===== src/rtl/control_logic.sv =====
// Registered main/ALU decoder for the MIPS-subset CPU.
// Turns opcode/funct into the full datapath control vector with one cycle of latency.
module control_logic (
  input  logic       clk,
  input  logic       reset,
  input  logic [5:0] opcode,
  input  logic [5:0] funct,
  output logic [1:0] RegDst,
  output logic       RegWr,
  output logic       ALUSrc,
  output logic [2:0] ALUcntrl,
  output logic       MemWr,
  output logic [1:0] MemToReg,
  output logic       jump,
  output logic       bne,
  output logic       beq
);

  typedef enum logic [5:0] {
    OP_RTYPE = 6'h00,
    OP_J     = 6'h02,
    OP_JAL   = 6'h03,
    OP_BEQ   = 6'h04,
    OP_BNE   = 6'h05,
    OP_ADDI  = 6'h08,
    OP_XORI  = 6'h0e,
    OP_LW    = 6'h23,
    OP_SW    = 6'h2b
  } opcode_e;

  typedef enum logic [5:0] {
    FN_JR  = 6'h08,
    FN_ADD = 6'h20,
    FN_SUB = 6'h22,
    FN_SLT = 6'h2a
  } funct_e;

  typedef enum logic [2:0] {
    ALU_ADD = 3'b000,
    ALU_SUB = 3'b001,
    ALU_XOR = 3'b010,
    ALU_SLT = 3'b011
  } alu_op_e;

  typedef enum logic [1:0] {
    DST_RT  = 2'b00,
    DST_RD  = 2'b01,
    DST_RA  = 2'b10
  } reg_dst_e;

  typedef enum logic [1:0] {
    WB_ALU  = 2'b00,
    WB_MEM  = 2'b01,
    WB_LINK = 2'b10
  } wb_sel_e;

  typedef struct packed {
    reg_dst_e reg_dst;
    logic     reg_wr;
    logic     alu_src;
    alu_op_e  alu_op;
    logic     mem_wr;
    wb_sel_e  mem_to_reg;
    logic     jump;
    logic     bne;
    logic     beq;
  } ctrl_t;

  ctrl_t ctrl_d;
  ctrl_t ctrl_q;

  // Every field starts at its NOP value; each case only raises what it needs,
  // so unlisted opcodes and functs fall through to an all-zero vector.
  always_comb begin
    ctrl_d = '0;
    case (opcode)
      OP_RTYPE: begin
        case (funct)
          FN_ADD: begin
            ctrl_d.reg_dst = DST_RD;
            ctrl_d.reg_wr  = 1'b1;
            ctrl_d.alu_op  = ALU_ADD;
          end
          FN_SUB: begin
            ctrl_d.reg_dst = DST_RD;
            ctrl_d.reg_wr  = 1'b1;
            ctrl_d.alu_op  = ALU_SUB;
          end
          FN_SLT: begin
            ctrl_d.reg_dst = DST_RD;
            ctrl_d.reg_wr  = 1'b1;
            ctrl_d.alu_op  = ALU_SLT;
          end
          FN_JR: begin
            ctrl_d.jump = 1'b1;
          end
          default: ;
        endcase
      end
      OP_LW: begin
        ctrl_d.reg_wr     = 1'b1;
        ctrl_d.alu_src    = 1'b1;
        ctrl_d.mem_to_reg = WB_MEM;
      end
      OP_SW: begin
        ctrl_d.alu_src = 1'b1;
        ctrl_d.mem_wr  = 1'b1;
      end
      OP_J: begin
        ctrl_d.jump = 1'b1;
      end
      OP_JAL: begin
        ctrl_d.reg_dst    = DST_RA;
        ctrl_d.reg_wr     = 1'b1;
        ctrl_d.mem_to_reg = WB_LINK;
        ctrl_d.jump       = 1'b1;
      end
      OP_XORI: begin
        ctrl_d.reg_wr  = 1'b1;
        ctrl_d.alu_src = 1'b1;
        ctrl_d.alu_op  = ALU_XOR;
      end
      OP_ADDI: begin
        ctrl_d.reg_wr  = 1'b1;
        ctrl_d.alu_src = 1'b1;
        ctrl_d.alu_op  = ALU_ADD;
      end
      OP_BEQ: begin
        ctrl_d.alu_op = ALU_SUB;
        ctrl_d.beq    = 1'b1;
      end
      OP_BNE: begin
        ctrl_d.alu_op = ALU_SUB;
        ctrl_d.bne    = 1'b1;
      end
      default: ;
    endcase
  end

  always_ff @(posedge clk or negedge reset) begin
    if (!reset) begin
      ctrl_q <= '0;
    end else begin
      ctrl_q <= ctrl_d;
    end
  end

  assign RegDst   = ctrl_q.reg_dst;
  assign RegWr    = ctrl_q.reg_wr;
  assign ALUSrc   = ctrl_q.alu_src;
  assign ALUcntrl = ctrl_q.alu_op;
  assign MemWr    = ctrl_q.mem_wr;
  assign MemToReg = ctrl_q.mem_to_reg;
  assign jump     = ctrl_q.jump;
  assign bne      = ctrl_q.bne;
  assign beq      = ctrl_q.beq;

endmodule


===== config.mk =====
export PLATFORM = sky130hd
export DESIGN_NAME = control_logic
export DESIGN_NICKNAME = d
export VERILOG_FILES = /design/src/rtl/control_logic.sv
export SDC_FILE = /design/constraint.sdc
export NUM_CORES = 1
export LEC_CHECK = 0
export CORE_MARGIN = 1
export CORE_UTILIZATION = 38
export CTS_CLUSTER_SIZE = 20
export DETAILED_ROUTE_END_ITERATION = 10
export GPL_ROUTABILITY_DRIVEN = 0
export PLACE_DENSITY = 0.86
export RECOVER_POWER = 50
export SKIP_LAST_GASP = 1
export SLEW_MARGIN = 20
export SYNTH_ARGS = -nofsm -noshare
export SYNTH_HDL_FRONTEND = slang
export SYNTH_SLANG_ARGS = --single-unit

===== constraint.sdc =====
create_clock -name clk -period 0.8 [get_ports clk]
set_input_delay 0.16 -clock clk [delete_from_list [all_inputs] [get_ports clk]]
set_output_delay 0.16 -clock clk [all_outputs]
set_load 0.005 [all_outputs]

==> results.py <==
metrics = {
    "status": {
        "status": "finished, violations left",
        "violations": "negative setup slack",
    },
    "place": {
        "dp_hpwl_um": 952,
        "dp_cells": 95,
        "portBuffers": 25,
    },
    "floorplan": {
        "die_w_um": 39.9,
        "fp.dieH_um": 39.9,
        "core_region_area_um2": 1320,
        "row_count": 13,
        "num_io_pins": 27,
        "start_util": 0.415,
        "dieArea_um2": 1590,
    },
    "layout": {
        "fillers": 103,
        "post-route-util": 0.675,
        "antenna_cells": 0,
        "drive_above_1_share": 0.558,
        "num-nets-final": 101,
        "multi_input_area_um2": 273,
        "fin_cells": 101,
        "seq_area_um2": 300,
        "area_delta_synth_final_pct": 62.7,
    },
    "drt": {
        "drc": 0,
        "ant_nets": 0,
        "wl_um": 1440,
        "vias": 526,
        "drt_iter0_drc": 23,
        "wl_per_cell_um": 14.3,
        "drt_first_pass_iters": 4,
        "routed_via_density": 5.21,
    },
    "grt": {
        "grt_max_degree": 13,
        "grt_pass1_wl_um": 2170,
        "antenna_found_initial": 0,
        "met1_usage": 0.237,
        "gr-usage-all-layers": 0.211,
        "grtUsageMet3": 0.0278,
        "grt_pass1_vias": 513,
        "use_met2": 0.339,
        "grt.overflow.total": 0,
        "top_usage_layer": "met2",
    },
    "critical_path": {
        "startpoint_type": "register",
        "critPathSlowestCell": "dfrtp_1",
        "critPathMaxStageDelay_ns": 0.37,
        "crit_buf_inv": 1,
        "crit_path_cell_trace": "buf_2",
        "cp.depth": 1,
        "crit_fanout": 1,
        "crit_start": "RegDst[0]$_DFF_PN0_",
        "crit_type": "reg2out",
        "critical_path_required_ns": 0.64,
        "cp.arrival_ns": 0.76,
        "worstSetupEndpoint": "RegDst[0]",
        "cpLargestDelayFamily": "flip-flops",
        "cp-end-kind": "primary output",
    },
    "clocking": {
        "cts_root_buf": "clkbuf_4",
        "cts_buffer_depth": 2,
        "cts_max_level": 1,
        "cts.clk_slew.worst_paths_ns": 0.07,
        "cts_made_buffers": 3,
        "tritoncts": "built",
        "clkSinkCount": 12,
    },
    "timing": {
        "slew_viol_final": 0,
        "max_freq_mhz": 1080,
        "setup-violations-final": 12,
        "rsz0062_at_grt": "true",
        "holdWs_ns": 0.216,
        "max_slew_margin": 0.662,
        "finalCriticalPeriod_ns": 0.923,
        "hold_viol": 0,
        "finalCritPeriodShare": 1.15,
        "finalWorstSetupSlack_ns": -0.123,
        "worst_pin_slew_ns": 0.506,
    },
    "synthesis": {
        "ys_seq_elements": 12,
        "postSynthNetCount": 63,
        "synthCells": 49,
        "ys_types": 25,
        "ys_warn_count": 0,
        "syn-mean-instance-area_um2": 11.2,
        "seq_area_frac_synth": 0.549,
        "syn_area_um2": 547,
    },
    "pwr": {
        "static-leakage-power_uw": 0.000484,
        "power_density_nw_per_um2": 1460,
        "power.total_uw": 1300,
        "ir_drop_mv": 0.645,
    },
    "hold_path": {
        "hp-class": "in2reg",
        "worstHoldStart": "opcode[3]",
    },
    "job": {
        "maxCapViolCount": 0,
    },
}
==> state kept, by name (all words and copies together) (netlist names) <==
signal,cells
beq,1
MemToReg,2
MemWr,1
RegDst,2
RegWr,1
bne,1
ALUcntrl,2
jump,1
ALUSrc,1
==> power breakdown <==
group          internal [uW]  leakage (uW)  switching [uW]
registers                614      0.000167            1.78
clock network            277     0.0000210             191
logic                    107      0.000296             110
total                    998      0.000484             302
==> final cells by class <==
class | count | share of cell area
Clock buffer | 4 | 0.0408
Inverter | 3 | 0.0127
Multi-Input combinational cell | 31 | 0.307
Sequential cell | 12 | 0.338
Tap cell | 15 | 0.0211
Timing Repair Buffer | 36 | 0.281
==> cells in the final DEF (no fill, tap or decap), types with 2 or more instances in the layout <==
cell type	synthesis	final
o21ai_2	0	2
nand2_1	2	2
clkbuf_4	0	3
nor2_1	5	4
dlygate4sd2_1	0	3
buf_2	1	16
a21oi_1	2	2
buf_4	1	11
buf_6	1	3
inv_1	3	3
nor4_4	1	2
dfrtp_1	12	12
==> worst min-delay path: cells and delay by family <==
family                 cells  cell delay, ns
buffers and inverters      2            0.24
and+or+nand+nor            1            0.05
==> routing by layer <==
| metal | share of wire | vias to the layer above |
|---|---|---|
| li1 | - | 245 |
| met1 | 0.38 | 239 |
| met2 | 0.52 | 36 |
| met3 | 0.074 | 6 |
| met4 | 0.024 | 0 |
| met5 | 0 | - |
==> logic make-up (layout without fill, tap and decap cells) <==
kind of cell    after synthesis  after routing  synth area share
simple gates                 23             23             0.304
other cells                   1              1           0.00686
buf+inv                       6             43            0.0641
flops                        12             12             0.549
xor+xnor                      1              1            0.0160
compound gates                6              6            0.0595
==> through the flow <==
stage | setup slack (ns) | area (um^2) | setup TNS, ns
after floorplan | -0.0566 | 558 | -0.126
after global placement | -0.588 | 881 | -7.99
after detailed placement | -0.639 | 881 | -8.66
after CTS | -0.126 | 872 | -1.43
after global routing | -0.151 | 890 | -1.73
final | -0.123 | 890 | -1.29
==> synthesized netlist by cell type <==
| master | count | share of area |
|---|---|---|
| dfrtp_1 | 12 | 0.55 |
| nor2_1 | 5 | 0.034 |
| inv_1 | 3 | 0.021 |
| nor2b_1 | 3 | 0.034 |
| a21oi_1 | 2 | 0.018 |
| and3_2 | 2 | 0.027 |
| nand2_1 | 2 | 0.014 |
| nand3_1 | 2 | 0.018 |
| o21ai_1 | 2 | 0.018 |
| a31oi_1 | 1 | 0.011 |
| and4bb_2 | 1 | 0.023 |
| buf_2 | 1 | 0.0091 |
| buf_4 | 1 | 0.014 |
| buf_6 | 1 | 0.021 |
| conb_1 | 1 | 0.0069 |
| nand4_1 | 1 | 0.011 |
| nand4b_2 | 1 | 0.027 |
| nor3b_1 | 1 | 0.014 |
| nor4_1 | 1 | 0.011 |
| nor4_2 | 1 | 0.023 |
| nor4_4 | 1 | 0.039 |
| nor4b_1 | 1 | 0.016 |
| o22ai_1 | 1 | 0.011 |
| or2_1 | 1 | 0.011 |
| xnor2_1 | 1 | 0.016 |
==> how the worst min path moves through the flow <==
stage	end	depth (start not counted)
after floorplan	ALUSrc$_DFF_PN0_	0
after global placement	MemWr$_DFF_PN0_	2
after detailed placement	MemWr$_DFF_PN0_	2
after CTS	bne$_DFF_PN0_	2
after global routing	MemToReg[0]$_DFF_PN0_	3
final	MemToReg[0]$_DFF_PN0_	3
==> repair_timing <==
item,CTS,global route
buffers inserted,1,1
pin swaps,5,7
gates resized for setup,86,16
gates cloned,0,0
hold buffers,0,0
endpoints found under the setup margin,24,23
Power figures use the tool's default switching activity.
